## config.mk

```make
export PLATFORM = sky130hd
export DESIGN_NAME = pc_sequencer
export DESIGN_NICKNAME = d
export VERILOG_FILES = /design/src/rtl/pc_sequencer.sv
export SDC_FILE = /design/constraint.sdc
export NUM_CORES = 1
export LEC_CHECK = 0
export CAP_MARGIN = 5
export CORE_MARGIN = 1.5
export CORE_UTILIZATION = 40
export DETAILED_ROUTE_END_ITERATION = 8
export GPL_TIMING_DRIVEN = 0
export PLACE_DENSITY = 0.57
export SLEW_MARGIN = 20
export SYNTH_ARGS = -nofsm -noshare
export SYNTH_HDL_FRONTEND = slang
export SYNTH_SLANG_ARGS = --single-unit
```

## constraint.sdc

```tcl
create_clock -name clk -period 5.6 [get_ports clk]
set_input_delay 1.12 -clock clk [delete_from_list [all_inputs] [get_ports clk]]
set_output_delay 1.12 -clock clk [all_outputs]
set_load 0.02 [all_outputs]
```

## src/rtl/pc_sequencer.sv

```systemverilog
// pc_sequencer: five-stage instruction sequencer with next-PC select and a return-address stack.
// Latency: pc updates at the end of WB (5 cycles per instruction); no backpressure, controls are sampled only at the end of WB.
// Optional feature macro PC_SEQ_RESUME_EN adds a resume input that leaves HALTED with pc+1.

module pc_sequencer #(
  parameter int                  PC_WIDTH    = 16,
  parameter int                  STACK_DEPTH = 8,
  parameter logic [PC_WIDTH-1:0] RESET_PC    = '0
) (
  input  logic                clk,
  input  logic                rst_n,
  input  logic [2:0]          branch,
  input  logic                push,
  input  logic                pop,
  input  logic                add_pc,
  input  logic                brfl_control,
  input  logic                brfl_flag,
  input  logic [PC_WIDTH-1:0] jump_target,
  input  logic [PC_WIDTH-1:0] reg_target,
  input  logic [PC_WIDTH-1:0] pc_offset,
`ifdef PC_SEQ_RESUME_EN
  input  logic                resume,
`endif
  output logic [PC_WIDTH-1:0] pc,
  output logic [2:0]          stage,
  output logic                fetch_en,
  output logic                write_pc,
  output logic                halted,
  output logic                stack_overflow,
  output logic                stack_underflow
);

  localparam int                  IDX_W   = $clog2(STACK_DEPTH);
  localparam int                  SP_W    = IDX_W + 1;
  localparam logic [SP_W-1:0]     SP_FULL = SP_W'(STACK_DEPTH);
  localparam logic [SP_W-1:0]     SP_ONE  = SP_W'(1);
  localparam logic [IDX_W-1:0]    IDX_ONE = IDX_W'(1);
  localparam logic [PC_WIDTH-1:0] PC_ONE  = PC_WIDTH'(1);

  localparam logic [2:0] BR_JR   = 3'b001;
  localparam logic [2:0] BR_CALL = 3'b010;
  localparam logic [2:0] BR_HALT = 3'b011;
  localparam logic [2:0] BR_JPC  = 3'b100;

  typedef enum logic [2:0] {
    S_IFH    = 3'b000,
    S_ID     = 3'b001,
    S_EX     = 3'b010,
    S_MEM    = 3'b011,
    S_WB     = 3'b100,
    S_HALTED = 3'b101
  } state_t;

  state_t              r_state;
  state_t              w_state_nxt;
  logic [PC_WIDTH-1:0] r_pc;
  logic [PC_WIDTH-1:0] w_pc_nxt;
  logic [SP_W-1:0]     r_sp;
  logic [SP_W-1:0]     w_sp_nxt;
  logic                r_ovf;
  logic                r_unf;
  logic                w_ovf_set;
  logic                w_unf_set;
  logic                w_push;
  logic [PC_WIDTH-1:0] r_stack [STACK_DEPTH];

  logic                w_empty;
  logic                w_full;
  logic [IDX_W-1:0]    w_wr_idx;
  logic [IDX_W-1:0]    w_top_idx;
  logic [PC_WIDTH-1:0] w_top;
  logic [PC_WIDTH-1:0] w_pc_inc;

  assign w_empty   = (r_sp == '0);
  assign w_full    = (r_sp == SP_FULL);
  assign w_wr_idx  = r_sp[IDX_W-1:0];
  // Wraps when the stack is empty, but the top is never used in that case.
  assign w_top_idx = w_wr_idx - IDX_ONE;
  assign w_top     = r_stack[w_top_idx];
  assign w_pc_inc  = r_pc + PC_ONE;

  always_comb begin
    w_state_nxt = r_state;
    w_pc_nxt    = r_pc;
    w_sp_nxt    = r_sp;
    w_push      = 1'b0;
    w_ovf_set   = 1'b0;
    w_unf_set   = 1'b0;
    case (r_state)
      S_IFH: w_state_nxt = S_ID;
      S_ID:  w_state_nxt = S_EX;
      S_EX:  w_state_nxt = S_MEM;
      S_MEM: w_state_nxt = S_WB;
      S_WB: begin
        w_state_nxt = S_IFH;
        if (branch == BR_HALT) begin
          w_state_nxt = S_HALTED;
        end else if (pop) begin
          // A pop beats any simultaneous push or call.
          if (w_empty) begin
            w_pc_nxt  = w_pc_inc;
            w_unf_set = 1'b1;
          end else begin
            w_sp_nxt = r_sp - SP_ONE;
            w_pc_nxt = add_pc ? (w_top + PC_ONE) : w_top;
          end
        end else if (branch == BR_CALL) begin
          w_pc_nxt = jump_target;
          if (push) begin
            if (w_full) begin
              w_ovf_set = 1'b1;
            end else begin
              w_push   = 1'b1;
              w_sp_nxt = r_sp + SP_ONE;
            end
          end
        end else if (branch == BR_JR) begin
          w_pc_nxt = reg_target;
        end else if (branch == BR_JPC) begin
          w_pc_nxt = r_pc + pc_offset;
        end else if (brfl_control && brfl_flag) begin
          w_pc_nxt = jump_target;
        end else begin
          w_pc_nxt = w_pc_inc;
        end
      end
      S_HALTED: begin
`ifdef PC_SEQ_RESUME_EN
        if (resume) begin
          w_state_nxt = S_IFH;
          w_pc_nxt    = w_pc_inc;
        end
`endif
      end
      default: w_state_nxt = S_IFH;
    endcase
  end

  always_ff @(posedge clk or negedge rst_n) begin
    if (!rst_n) begin
      r_state <= S_IFH;
      r_pc    <= RESET_PC;
      r_sp    <= '0;
      r_ovf   <= 1'b0;
      r_unf   <= 1'b0;
    end else begin
      r_state <= w_state_nxt;
      r_pc    <= w_pc_nxt;
      r_sp    <= w_sp_nxt;
      if (w_ovf_set) r_ovf <= 1'b1;
      if (w_unf_set) r_unf <= 1'b1;
    end
  end

  // Entries need no reset: sp alone defines which ones are valid.
  always_ff @(posedge clk) begin
    if (w_push) r_stack[w_wr_idx] <= r_pc;
  end

  assign pc              = r_pc;
  assign stage           = r_state;
  assign fetch_en        = (r_state == S_IFH);
  assign write_pc        = (r_state == S_WB);
  assign halted          = (r_state == S_HALTED);
  assign stack_overflow  = r_ovf;
  assign stack_underflow = r_unf;

endmodule

```

==> results of run 1 <==
## power by group
| part | internal, mW | switching [mW] | total, mW |
|---|---|---|---|
| Clock | 0.702 | 0.455 | 1.16 |
| Sequential | 1.22 | 0 | 1.22 |
| Combinational | 0.0638 | 0.0632 | 0.127 |
## cell type report
| class | instances | share of cell area (%) |
|---|---|---|
| flip-flops and latches | 153 | 43.5 |
| multi-input cells | 489 | 36.6 |
| repair buffers | 91 | 8.84 |
| clock buffers | 17 | 4.14 |
| well taps | 270 | 3.29 |
| clock inverters | 15 | 1.71 |
| plain buffers | 27 | 1.45 |
| inverters | 12 | 0.439 |
## cells in the mapped netlist (7+ instances only)
cell type,n
sky130_fd_sc_hd__xnor2_1,29
sky130_fd_sc_hd__a21oi_1,38
sky130_fd_sc_hd__o211ai_1,12
sky130_fd_sc_hd__mux4_2,26
sky130_fd_sc_hd__nand4_1,8
sky130_fd_sc_hd__dfrtp_1,25
sky130_fd_sc_hd__ha_1,21
sky130_fd_sc_hd__o21ai_0,44
sky130_fd_sc_hd__clkbuf_1,17
sky130_fd_sc_hd__nor2_1,44
sky130_fd_sc_hd__mux2i_1,13
sky130_fd_sc_hd__a211oi_1,11
sky130_fd_sc_hd__nand2b_1,8
sky130_fd_sc_hd__nand3_1,23
sky130_fd_sc_hd__edfxtp_1,128
sky130_fd_sc_hd__nand2_1,61
sky130_fd_sc_hd__a21o_1,10
sky130_fd_sc_hd__nor2b_1,7
sky130_fd_sc_hd__inv_1,12
sky130_fd_sc_hd__xor2_1,15
sky130_fd_sc_hd__nor3_1,17
## sequential cells by signal, indices dropped and copies added (netlist names)
| register | flops |
|---|---|
| stack_overflow | 1 |
| stack_underflow | 1 |
| r_sp | 4 |
| pc | 16 |
| r_stack | 128 |
| stage | 3 |
## layer usage
metal	global-route usage (%)	up-vias	part of all wire [%]
met5	0	-	0
met4	6.49	0	1.5
met3	3.33	26	4.6
met2	36.4	213	50
met1	27.4	3035	44
li1	-	2874	-
## metrics by stage
| stage | utilization [%] | hold slack (ns) | instance area [sq um] | power [mW] |
|---|---|---|---|---|
| floorplan | - | 0.480 | 8400 | 1.30 |
| global placement | 46.7 | 0.453 | 9540 | 1.37 |
| detailed placement | 47.3 | 0.477 | 9670 | 1.37 |
| CTS | 50.3 | 0.492 | 10300 | 2.52 |
| global route | 50.3 | 0.508 | 10300 | 2.58 |
| finish | 50.3 | 0.482 | 10300 | 2.50 |
## cell families (layout without fill, tap and decap cells)
kind of cell	count (synthesis)	count (layout)	synth area share [%]
xor gates and xnor gates	46	46	4.98
DFF	153	153	53.2
muxes	49	49	11.1
buffers and inverters	39	162	2.31
and+or+nand+nor	201	201	11.6
adders and majority gates	23	23	3.61
AOI/OAI and AO/OA	170	170	13.2
## final timing paths
path	start	end	slack [ns]
setup / recovery	r_sp[0]	pc[14]	1.49
hold / removal	stack_overflow	stack_overflow	0.48
setup reg to reg	r_sp[0]	pc[14]	1.49
hold reg to reg	stack_overflow	stack_overflow	0.48
max in group asynchronous	rst_n	pc[6]	4.47
min in group asynchronous	rst_n	stage[1]	0.71
==> impl_table.tex, run 1 <==
\begin{tabular}{lr}
\hline
Metric & Value \\
\hline
\multicolumn{2}{l}{\textbf{Status}} \\
\quad Outcome & completed \\
\multicolumn{2}{l}{\textbf{Synthesis}} \\
\quad Warning count from the yosys run & 0 \\
\quad Sequential share of the synthesized area & 53.2\% \\
\quad Fraction of registers with async set or reset after synthesis & 16.3\% \\
\quad Main synth FF type & sky130\_fd\_sc\_hd\_\_edfxtp\_1 \\
\quad Mean area per synthesized cell & 12.3 sq um \\
\quad Leading area contributor after synthesis & sky130\_fd\_sc\_hd\_\_edfxtp\_1 \\
\quad Share of the synthesized area in the top cell type & 45.8\% \\
\quad Number of distinct library cell variants in the gate-level netlist after synthesis & 67 \\
\quad Flip-flop and latch count after synthesis & 153 \\
\quad Instance count of the mapped netlist & 681 \\
\quad Largest cells by area after synthesis & sky130\_fd\_sc\_hd\_\_edfxtp\_1, sky130\_fd\_sc\_hd\_\_dfrtp\_1, sky130\_fd\_sc\_hd\_\_mux4\_2 \\
\quad Post-synthesis cell area & 0.00840 sq mm \\
\quad Post-synthesis net count & 762 \\
\quad Number of enable-type register cells in the synthesized netlist & 128 \\
\multicolumn{2}{l}{\textbf{Placement}} \\
\quad Cell count after placement & 1042 \\
\quad Half-perimeter wire length after detailed placement & 16.9 mm \\
\quad Pre-CTS setup slack & 1.13 ns \\
\quad Placer congestion estimate & 1.01 \\
\quad Count of port buffers added during placement & 81 \\
\multicolumn{2}{l}{\textbf{Timing}} \\
\quad RSZ-0062 raised after global routing & no \\
\quad Final number of setup-violating endpoints & 0 \\
\quad Setup Skew & 0.0101 ns \\
\quad Number of pins with negative max-slew slack in the final report & 0 \\
\quad Final Hold Violating Endpoints & 0 \\
\quad Fin Setup TNS & 0 ns \\
\quad Measured slew at the worst slew-check pin & 1.07 ns \\
\quad Worst-case setup margin in the final layout & 1.49 ns \\
\quad Max-slew headroom at the worst pin & 28.8\% \\
\quad Period Utilization, post-route & 73.4\% \\
\quad Final period demand of the worst path & 4.11 ns \\
\quad Maximum achievable frequency & 243 MHz \\
\multicolumn{2}{l}{\textbf{CTS}} \\
\quad CTS tree & built \\
\quad Sink Count & 153 \\
\quad Master cell of the clock root buffer & sky130\_fd\_sc\_hd\_\_clkbuf\_16 \\
\quad Depth of the CTS H-tree & 4 \\
\quad Clock slew at reported path FFs & 0.07 ns \\
\quad Maximum buffer depth of the clock tree & 2 \\
\quad Worst-skew pair later-pin latency & 0.42 ns \\
\quad CTS Buf Count & 17 \\
\quad Number of buffers inserted by post-CTS setup repair & 0 \\
\quad Total of hold buffers inserted after clock tree synthesis & 0 \\
\quad Post-cts repair resize count & 0 \\
\multicolumn{2}{l}{\textbf{Worst setup path}} \\
\quad Levels on crit path & 17 \\
\quad Worst Path Buf+Inv & 6 \\
\quad Critical Path Slowest Stage Cell & sky130\_fd\_sc\_hd\_\_a21oi\_1 \\
\quad Data arrival at the endpoint of the critical path & 4.38 ns \\
\quad Worst Path Max Fanout & 10 \\
\quad Peak per-stage delay on the critical path & 0.49 ns \\
\quad CP Cell Sequence & buf\_6 -> buf\_6 -> buf\_6 -> inv\_1 -> ha\_1 -> xor2\_2 -> buf\_4 -> buf\_2 -> nand2\_1 -> nand2\_1 -> ha\_1 -> nand2\_1 -> a21oi\_1 -> and3\_1 -> nand2\_1 -> xnor2\_1 -> o221ai\_1 \\
\quad Critical Path End Type & flop \\
\quad Req. time, crit path & 5.87 ns \\
\quad Setup CP Type & reg2reg \\
\quad Startpoint Class & flop \\
\quad Top cell family by delay on the critical path & buffers and inverters \\
\quad Most Frequent Cell on Critical Path & sky130\_fd\_sc\_hd\_\_nand2\_1 \\
\quad Worst Reg-to-Reg Cells & 17 \\
\multicolumn{2}{l}{\textbf{Layout}} \\
\quad Commonest cells after routing, fill and taps aside & sky130\_fd\_sc\_hd\_\_edfxtp\_1, sky130\_fd\_sc\_hd\_\_clkdlybuf4s50\_1, sky130\_fd\_sc\_hd\_\_nand2\_1, sky130\_fd\_sc\_hd\_\_o21ai\_0 \\
\quad Area used by sequential logic in the layout & 0.00447 sq mm \\
\quad Filler-free cell count of the finished design & 1074 \\
\quad Count of antenna diodes in the layout & 0 \\
\quad Fraction of final layout cells with drive strength greater than 1 & 12.7\% \\
\quad Final Net Count & 872 \\
\quad Area of the multi-input gates & 0.00376 sq mm \\
\quad Most common library cell in the layout ignoring fill and taps & sky130\_fd\_sc\_hd\_\_edfxtp\_1 \\
\quad Area overhead of the layout relative to synthesis & 22.3\% \\
\quad Fill count & 1835 \\
\multicolumn{2}{l}{\textbf{Global route}} \\
\quad Pin count of the biggest net entering global routing & 26 \\
\quad Remaining Overflow, GRT & 0 \\
\quad Antenna violations before repair & 0 \\
\quad Number of global-route vias before repair & 6384 \\
\quad Global-route usage over all layers & 21.1\% \\
\quad Wire length of the first global-routing pass & 34.9 mm \\
\multicolumn{2}{l}{\textbf{Hold path}} \\
\quad Hold Path Class & reg2reg \\
\quad Worst hold stages & 1 \\
\multicolumn{2}{l}{\textbf{Floorplan}} \\
\quad Number of placement rows & 52 \\
\quad Number of top-level design ports & 82 \\
\quad DIE AREA & 0.0219 sq mm \\
\quad Initial core utilization & 41.1\% \\
\quad Height of the chip & 148 microns \\
\quad Width of the die & 148 microns \\
\quad Area of the core & 0.0204 sq mm \\
\multicolumn{2}{l}{\textbf{Job}} \\
\quad Number of maximum-capacitance violations & 0 \\
\multicolumn{2}{l}{\textbf{Detailed routing}} \\
\quad 1st-iter DRT viols & 596 \\
\quad Remaining antenna violation count & 0 \\
\quad Detail-routed net length per standard cell & 20.6 microns \\
\quad Vias after detailed routing & 6148 \\
\quad Detailed Route WL & 22.1 mm \\
\quad Average vias per placed instance & 5.72 \\
\quad Number of detailed-route iterations in the first pass & 5 \\
\quad Number of remaining DRC errors & 0 \\
\multicolumn{2}{l}{\textbf{Pwr}} \\
\quad Pwr/cell area & 244 mW/mm\^{}2 \\
\quad Peak ir drop on the vdd network & 217 uV \\
\quad Leakage power & 3.92 nW \\
\hline
\end{tabular}
(Power assumes the default switching activity.)
==> inputs of run 2 (changes only) <==
Settings changed: PLACE_DENSITY 0.57 to 0.6.
Clock period 5.6 ns to 3.3 ns, I/O delays scaled along.
==> run 2 against run 1 <==
Compared with the run above:
- die area did not move
- hold slack lost 0.24 ns
- largest power group unchanged
- highest routed layer unchanged
- non-clock buffer count is 13 higher
- routed wire length is 4.2% higher
- sequential power up 70%
- clock-buffer cell count is 3 higher
- via count increased by 2.9%
- utilization is 1.1 points higher
- largest cell class unchanged
- sequential share of layout area shrank 0.94 points
==> impl_table.tex, run 2 (synthesis results as in run 1) <==
\begin{tabular}{lr}
\hline
Metric & Value \\
\hline
\multicolumn{2}{l}{\textbf{Status}} \\
\quad Outcome & completed (unchanged) \\
\multicolumn{2}{l}{\textbf{Global route}} \\
\quad Antenna violations before repair & 0 (unchanged) \\
\quad Number of global-route vias before repair & 6300 (was 6384) \\
\quad Global-route usage over all layers & 21.6\% (was 21.1\%) \\
\quad Wire length of the first global-routing pass & 35.7 mm (was 34.9 mm) \\
\quad Pin count of the biggest net entering global routing & 26 (unchanged) \\
\quad Remaining Overflow, GRT & 0 (unchanged) \\
\multicolumn{2}{l}{\textbf{CTS}} \\
\quad Master cell of the clock root buffer & sky130\_fd\_sc\_hd\_\_clkbuf\_16 (unchanged) \\
\quad Clock slew at reported path FFs & 0.06 ns (was 0.07 ns) \\
\quad Maximum buffer depth of the clock tree & 2 (unchanged) \\
\quad CTS Buf Count & 17 (unchanged) \\
\quad Worst-skew pair later-pin latency & 0.42 ns (about the same) \\
\quad Sink Count & 153 (unchanged) \\
\quad Depth of the CTS H-tree & 4 (unchanged) \\
\quad CTS tree & built (unchanged) \\
\multicolumn{2}{l}{\textbf{Floorplan}} \\
\quad Initial core utilization & 41.1\% (unchanged) \\
\quad Height of the chip & 148 microns (unchanged) \\
\quad Number of top-level design ports & 82 (unchanged) \\
\quad Area of the core & 0.0204 sq mm (unchanged) \\
\quad Width of the die & 148 microns (unchanged) \\
\quad DIE AREA & 0.0219 sq mm (unchanged) \\
\quad Number of placement rows & 52 (unchanged) \\
\multicolumn{2}{l}{\textbf{Timing}} \\
\quad Measured slew at the worst slew-check pin & 0.939 ns (was 1.07 ns) \\
\quad Setup Skew & 0.00922 ns (was 0.0101 ns) \\
\quad Maximum achievable frequency & 316 MHz (was 243 MHz) \\
\quad Max-slew headroom at the worst pin & 36.8\% (was 28.8\%) \\
\quad RSZ-0062 raised after global routing & no (unchanged) \\
\quad Final Hold Violating Endpoints & 0 (unchanged) \\
\quad Worst-case setup margin in the final layout & 0.139 ns (was 1.49 ns) \\
\quad Period Utilization, post-route & 95.8\% (was 73.4\%) \\
\quad Number of pins with negative max-slew slack in the final report & 0 (unchanged) \\
\quad Final number of setup-violating endpoints & 0 (unchanged) \\
\quad Final worst hold slack & 0.240 ns (was 0.482 ns) \\
\quad Final period demand of the worst path & 3.16 ns (was 4.11 ns) \\
\multicolumn{2}{l}{\textbf{Pwr}} \\
\quad Switching Share & 20.4\% (was 20.7\%) \\
\quad Logic pwr share & 5.3\% (was 5.1\%) \\
\quad Switching power total & 0.840 mW (was 0.518 mW) \\
\quad Cell-internal power & 3.27 mW (was 1.98 mW) \\
\quad Leakage power & 3.97 nW (was 3.92 nW) \\
\quad Peak ir drop on the vdd network & 336 uV (was 217 uV) \\
\quad Part of the power in registers & 50.3\% (was 48.7\%) \\
\quad Share of total power in the clock network & 44.4\% (was 46.2\%) \\
\quad Pwr/cell area & 392 mW/mm\^{}2 (was 244 mW/mm\^{}2) \\
\multicolumn{2}{l}{\textbf{Layout}} \\
\quad Area overhead of the layout relative to synthesis & 25.0\% (was 22.3\%) \\
\quad Most common library cell in the layout ignoring fill and taps & sky130\_fd\_sc\_hd\_\_edfxtp\_1 (unchanged) \\
\quad Final Net Count & 885 (was 872) \\
\quad Count of antenna diodes in the layout & 0 (unchanged) \\
\quad Largest register by flop count & r\_stack (unchanged) \\
\quad Final cell area excluding filler cells & 0.0105 sq mm (was 0.0103 sq mm) \\
\quad Commonest cells after routing, fill and taps aside & sky130\_fd\_sc\_hd\_\_edfxtp\_1, sky130\_fd\_sc\_hd\_\_clkdlybuf4s50\_1, sky130\_fd\_sc\_hd\_\_nand2\_1, sky130\_fd\_sc\_hd\_\_o21ai\_0 (unchanged) \\
\quad Fraction of final layout cells with drive strength greater than 1 & 14.5\% (was 12.7\%) \\
\quad Final core utilization & 51.4\% (was 50.3\%) \\
\quad Fill count & 1757 (was 1835) \\
\quad Area used by sequential logic in the layout & 0.00447 sq mm (unchanged) \\
\quad Filler-free cell count of the finished design & 1085 (was 1074) \\
\quad Area of the multi-input gates & 0.00386 sq mm (was 0.00376 sq mm) \\
\quad Max FFs per register & 128 (unchanged) \\
\multicolumn{2}{l}{\textbf{Worst setup path}} \\
\quad Critical Path End Type & flop (unchanged) \\
\quad Worst Path Max Fanout & 10 (unchanged) \\
\quad Setup CP Type & reg2reg (unchanged) \\
\quad Startpoint Class & flop (unchanged) \\
\quad Req. time, crit path & 3.60 ns (was 5.87 ns) \\
\quad Data arrival at the endpoint of the critical path & 3.46 ns (was 4.38 ns) \\
\multicolumn{2}{l}{\textbf{Detailed routing}} \\
\quad Average vias per placed instance & 5.83 (was 5.72) \\
\quad 1st-iter DRT viols & 611 (was 596) \\
\quad Number of detailed-route iterations in the first pass & 6 (was 5) \\
\quad Number of remaining DRC errors & 0 (unchanged) \\
\quad Detail-routed net length per standard cell & 21.3 microns (was 20.6 microns) \\
\quad Detailed Route WL & 23.1 mm (was 22.1 mm) \\
\quad Remaining antenna violation count & 0 (unchanged) \\
\quad Vias after detailed routing & 6325 (was 6148) \\
\multicolumn{2}{l}{\textbf{Placement}} \\
\quad Pre-CTS setup slack & -0.882 ns (was 1.13 ns) \\
\quad Half-perimeter wire length after detailed placement & 16.9 mm (about the same) \\
\quad Count of port buffers added during placement & 81 (unchanged) \\
\quad Cell count after placement & 1040 (was 1042) \\
\quad Placer congestion estimate & 1.04 (was 1.01) \\
\quad Standard cell area after detailed placement & 0.00967 sq mm (about the same) \\
\multicolumn{2}{l}{\textbf{Job}} \\
\quad Number of maximum-capacitance violations & 0 (unchanged) \\
\multicolumn{2}{l}{\textbf{Hold path}} \\
\quad Hold Path Class & in2async (was reg2reg) \\
\hline
\end{tabular}
[run 2: cell count changes in the layout (fill, tap and decap cells not counted), sizes merged]
cell / change
inv: -4
clkinvlp: +1
clkbuf: +3
clkinv: -1
bufinv: -1
buf: +13
[run 2: power by group through the flow]
stage | combinational, mW | clock [mW] | sequential [mW]
finish | 0.219 | 1.82 | 2.07
global route | 0.236 | 1.92 | 2.07
CTS | 0.214 | 1.84 | 2.07
detailed placement | 0.212 | 0 | 2.11
global placement | 0.209 | 0 | 2.11
floorplan | 0.101 | 0 | 2.11
[run 2: metal layers]
metal / global-route usage, % / wire length, microns
met1: 27.3 / 9770
met2: 37.5 / 11600
met3: 3.80 / 1250
met5: 0 / 0
met4: 7.18 / 463
[run 2: timing repair]
| item | 4_1_cts | 5_1_grt |
|---|---|---|
| gates resized for setup | 26 | 9 |
| hold buffers | 0 | 0 |
| endpoints found under the setup margin | 138 | 91 |
| setup buffers | 6 | 9 |
| pin swaps | 2 | 2 |
[run 2: cell type report]
type                    count  share of cell area [%]
multi-input cells         489                    36.8
well taps                 270                    3.22
clock inverters            10                    1.00
repair buffers            104                    9.80
flip-flops and latches    153                    42.6
inverters                  12                   0.465
clock buffers              20                    4.16
plain buffers              27                    1.94
[run 2: per-stage QoR]
stage	TNS, ns	total power, mW
global route	0	4.23
detailed placement	-78.03	2.32
CTS	-0.806	4.12
global placement	-164.96	2.32
floorplan	0	2.21
finish	0	4.11
[run 2: worst max-delay path: stages (launching register included)]
cell and delay (ns):
sky130_fd_sc_hd__dfrtp_1 0.36, sky130_fd_sc_hd__buf_8 0.13, sky130_fd_sc_hd__buf_12 0.11, sky130_fd_sc_hd__buf_12 0.15, sky130_fd_sc_hd__clkinvlp_4 0.13, sky130_fd_sc_hd__ha_4 0.34, sky130_fd_sc_hd__buf_8 0.16, sky130_fd_sc_hd__mux4_2 0.22
sky130_fd_sc_hd__nand4_1 0.19, sky130_fd_sc_hd__a211oi_4 0.41, sky130_fd_sc_hd__nand2_1 0.17, sky130_fd_sc_hd__xor2_1 0.29, sky130_fd_sc_hd__o221ai_1 0.18, sky130_fd_sc_hd__o21bai_1 0.19
[run 2: final timing paths]
path,slack [ns],depth (start not counted),to,startpoint
setup / recovery,0.14,13,pc[7],r_sp[0]
setup reg to reg,0.14,13,pc[7],r_sp[0]
hold reg to reg,0.48,1,stack_overflow,stack_overflow
max in group asynchronous,2.65,1,pc[9],rst_n
hold / removal,0.24,1,stack_overflow,rst_n
min in group clk,0.48,1,stack_overflow,stack_overflow
==> inputs of run 3 (changes only) <==
Settings changed: PLACE_DENSITY 0.6 to 0.57.
Clock period 3.3 ns to 2.93 ns, I/O delays scaled along.
==> run 3 against run 2 <==
Compared with the run above:
- the run now ends with setup timing left
- die area is the same
- critical path depth shrank 2
- design area grew 3.3%
- clock-buffer cell count shrank 3
- hold slack lost 0.064 ns
- via count shrank 0.81%
- largest cell class unchanged
- highest routed layer unchanged
==> impl_table.tex, run 3 (synthesis results as in run 1) <==
\begin{tabular}{lr}
\hline
Metric & Value \\
\hline
\multicolumn{2}{l}{\textbf{Timing}} \\
\quad Max-slew headroom at the worst pin & 42.7\% (was 36.8\%) \\
\quad Fin Setup TNS & -0.000432 ns (was 0 ns) \\
\quad RSZ-0062 raised after global routing & yes (was no) \\
\quad Final Hold Violating Endpoints & 0 (unchanged) \\
\quad Number of pins with negative max-slew slack in the final report & 0 (unchanged) \\
\quad Final worst hold slack & 0.176 ns (was 0.240 ns) \\
\quad Setup Skew & 0.0105 ns (was 0.00922 ns) \\
\quad Measured slew at the worst slew-check pin & 0.854 ns (was 0.939 ns) \\
\quad Maximum achievable frequency & 341 MHz (was 316 MHz) \\
\quad Worst-case setup margin in the final layout & -0.000432 ns (was 0.139 ns) \\
\quad Period Utilization, post-route & 100\% (was 95.8\%) \\
\quad Final number of setup-violating endpoints & 1 (was 0) \\
\quad Final period demand of the worst path & 2.93 ns (was 3.16 ns) \\
\multicolumn{2}{l}{\textbf{Global route}} \\
\quad Antenna violations before repair & 0 (unchanged) \\
\quad Global-route usage over all layers & 22.3\% (was 21.6\%) \\
\quad Number of global-route vias before repair & 6463 (was 6300) \\
\quad Pin count of the biggest net entering global routing & 26 (unchanged) \\
\quad Wire length of the first global-routing pass & 36.5 mm (was 35.7 mm) \\
\quad Remaining Overflow, GRT & 0 (unchanged) \\
\multicolumn{2}{l}{\textbf{Layout}} \\
\quad Count of antenna diodes in the layout & 0 (unchanged) \\
\quad Area overhead of the layout relative to synthesis & 29.1\% (was 25.0\%) \\
\quad Filler-free cell count of the finished design & 1094 (was 1085) \\
\quad Commonest cells after routing, fill and taps aside & sky130\_fd\_sc\_hd\_\_edfxtp\_1, sky130\_fd\_sc\_hd\_\_clkdlybuf4s50\_1, sky130\_fd\_sc\_hd\_\_nand2\_1, sky130\_fd\_sc\_hd\_\_o21ai\_0, sky130\_fd\_sc\_hd\_\_nor2\_1 (was sky130\_fd\_sc\_hd\_\_edfxtp\_1, sky130\_fd\_sc\_hd\_\_clkdlybuf4s50\_1, sky130\_fd\_sc\_hd\_\_nand2\_1, sky130\_fd\_sc\_hd\_\_o21ai\_0) \\
\quad Fill count & 1738 (was 1757) \\
\quad Fraction of final layout cells with drive strength greater than 1 & 20.3\% (was 14.5\%) \\
\quad Final cell area excluding filler cells & 0.0108 sq mm (was 0.0105 sq mm) \\
\quad Final Net Count & 892 (was 885) \\
\quad Most common library cell in the layout ignoring fill and taps & sky130\_fd\_sc\_hd\_\_edfxtp\_1 (unchanged) \\
\quad Max FFs per register & 128 (unchanged) \\
\quad Largest register by flop count & r\_stack (unchanged) \\
\quad Final core utilization & 53.0\% (was 51.4\%) \\
\multicolumn{2}{l}{\textbf{Pwr}} \\
\quad Part of the power in registers & 50.0\% (was 50.3\%) \\
\quad Logic pwr share & 5.3\% (about the same) \\
\quad Cell-internal power & 3.63 mW (was 3.27 mW) \\
\quad Switching power total & 1.03 mW (was 0.840 mW) \\
\quad Switching Share & 22.0\% (was 20.4\%) \\
\quad Leakage power & 4.12 nW (was 3.97 nW) \\
\quad Share of total power in the clock network & 44.8\% (was 44.4\%) \\
\quad Pwr/cell area & 430 mW/mm\^{}2 (was 392 mW/mm\^{}2) \\
\quad Peak ir drop on the vdd network & 326 uV (was 336 uV) \\
\quad Post-layout power & 4.66 mW (was 4.11 mW) \\
\multicolumn{2}{l}{\textbf{Detailed routing}} \\
\quad Detailed Route WL & 23.5 mm (was 23.1 mm) \\
\quad Number of detailed-route iterations in the first pass & 5 (was 6) \\
\quad 1st-iter DRT viols & 571 (was 611) \\
\quad Detail-routed net length per standard cell & 21.5 microns (was 21.3 microns) \\
\quad Vias after detailed routing & 6274 (was 6325) \\
\quad Average vias per placed instance & 5.73 (was 5.83) \\
\quad Remaining antenna violation count & 0 (unchanged) \\
\quad Number of remaining DRC errors & 0 (unchanged) \\
\multicolumn{2}{l}{\textbf{Hold path}} \\
\quad Hold Path Class & in2async (unchanged) \\
\multicolumn{2}{l}{\textbf{Placement}} \\
\quad Count of port buffers added during placement & 81 (unchanged) \\
\quad Half-perimeter wire length after detailed placement & 16.6 mm (was 16.9 mm) \\
\quad Placer congestion estimate & 0.957 (was 1.04) \\
\quad Cell count after placement & 1032 (was 1040) \\
\quad Pre-CTS setup slack & -1.26 ns (was -0.882 ns) \\
\quad Standard cell area after detailed placement & 0.00962 sq mm (was 0.00967 sq mm) \\
\multicolumn{2}{l}{\textbf{Worst setup path}} \\
\quad Setup CP Type & reg2reg (unchanged) \\
\quad Critical Path End Type & flop (unchanged) \\
\quad Startpoint Class & flop (unchanged) \\
\quad Critical Path Slowest Stage Cell & sky130\_fd\_sc\_hd\_\_dfrtp\_2 (was sky130\_fd\_sc\_hd\_\_a211oi\_4) \\
\quad Data arrival at the endpoint of the critical path & 3.23 ns (was 3.46 ns) \\
\quad CP Cell Sequence & buf\_12 -> clkinvlp\_4 -> ha\_4 -> buf\_4 -> mux4\_2 -> nand4\_1 -> a211oi\_4 -> and3\_4 -> nand2\_4 -> xnor2\_4 -> a221o\_1 (was buf\_8 -> buf\_12 -> buf\_12 -> clkinvlp\_4 -> ha\_4 -> buf\_8 -> mux4\_2 -> nand4\_1 -> a211oi\_4 -> nand2\_1 -> xor2\_1 -> o221ai\_1 -> o21bai\_1) \\
\quad Req. time, crit path & 3.23 ns (was 3.60 ns) \\
\quad Worst Path Max Fanout & 5 (was 10) \\
\quad Peak per-stage delay on the critical path & 0.45 ns (was 0.41 ns) \\
\multicolumn{2}{l}{\textbf{Floorplan}} \\
\quad Number of placement rows & 52 (unchanged) \\
\quad Initial core utilization & 41.1\% (unchanged) \\
\quad Width of the die & 148 microns (unchanged) \\
\quad Number of top-level design ports & 82 (unchanged) \\
\quad Height of the chip & 148 microns (unchanged) \\
\quad Area of the core & 0.0204 sq mm (unchanged) \\
\quad DIE AREA & 0.0219 sq mm (unchanged) \\
\multicolumn{2}{l}{\textbf{Status}} \\
\quad Outcome & finished, violations left (was completed) \\
\quad Violated checks & setup timing \\
\multicolumn{2}{l}{\textbf{CTS}} \\
\quad Worst-skew pair later-pin latency & 0.42 ns (about the same) \\
\quad CTS tree & built (unchanged) \\
\quad Master cell of the clock root buffer & sky130\_fd\_sc\_hd\_\_clkbuf\_16 (unchanged) \\
\quad Sink Count & 153 (unchanged) \\
\quad Clock slew at reported path FFs & 0.07 ns (was 0.06 ns) \\
\quad CTS Buf Count & 17 (unchanged) \\
\quad Maximum buffer depth of the clock tree & 2 (unchanged) \\
\quad Depth of the CTS H-tree & 4 (unchanged) \\
\multicolumn{2}{l}{\textbf{Job}} \\
\quad Number of maximum-capacitance violations & 0 (unchanged) \\
\hline
\end{tabular}
-- run 3: changes by cell type in the layout (fill, tap and decap cells not counted), sizes merged --
cell      previous run  this run
buf                 34        40
inv                 11        16
clkbuf              37        35
clkinvlp             3         5
bufinv               2         1
clkinv               6         5
-- run 3: path summary, 6_finish.rpt --
kind                                 start               to  slack, ns  cells after the start
min reg2reg                stack_underflow  stack_underflow       0.47                      1
max                                r_sp[0]           pc[11]    -0.0004                     11
min in group clk           stack_underflow  stack_underflow       0.47                      1
max reg2reg                        r_sp[0]           pc[11]    -0.0004                     11
max in group asynchronous            rst_n            pc[0]       2.28                      1
min                                  rst_n   stack_overflow       0.18                      1
-- run 3: area by class of cell --
type / instances / area, sq um / area share (%)
timing repair buffer: 113 / 1150 / 10.6
clock inverter: 15 / 143 / 1.32
tap: 270 / 338 / 3.12
inverter: 12 / 48.8 / 0.450
clock buffer: 17 / 425 / 3.93
sequential: 153 / 4480 / 41.3
multi-input combinational: 489 / 4040 / 37.3
buffer: 25 / 209 / 1.93
-- run 3: repair_timing --
action / in CTS / in global routing
hold buffers: 0 / 0
endpoints found under the setup margin: 146 / 139
buffers inserted: 25 / 7
gates resized for setup: 54 / 33
pin swaps: 18 / 17
-- run 3: layer usage --
| metal | up-vias | track usage [%] | part of all wire, % |
|---|---|---|---|
| met5 | - | 0 | 0 |
| met4 | 0 | 7.72 | 1.9 |
| met3 | 26 | 3.52 | 4.7 |
| met2 | 233 | 37.8 | 50 |
| met1 | 3098 | 29.1 | 43 |
| li1 | 2917 | - | - |
-- run 3: critical path: cells and delay by family, from the launching register on --
family / cells / cell delay (ns)
muxes: 1 / 0.23
buffers and inverters: 3 / 0.39
AOI/OAI and AO/OA: 2 / 0.75
adders and majority gates: 1 / 0.29
DFF: 1 / 0.45
and+or+nand+nor: 3 / 0.56
xor gates and xnor gates: 1 / 0.13
-- run 3: power groups by stage --
| stage | combinational [mW] | sequential (mW) | clock [mW] |
|---|---|---|---|
| after detailed placement | 0.240 | 2.37 | 0 |
| after global routing | 0.267 | 2.33 | 2.23 |
| after floorplan | 0.113 | 2.37 | 0 |
| final | 0.246 | 2.33 | 2.09 |
| after global placement | 0.238 | 2.37 | 0 |
| after CTS | 0.243 | 2.33 | 2.12 |
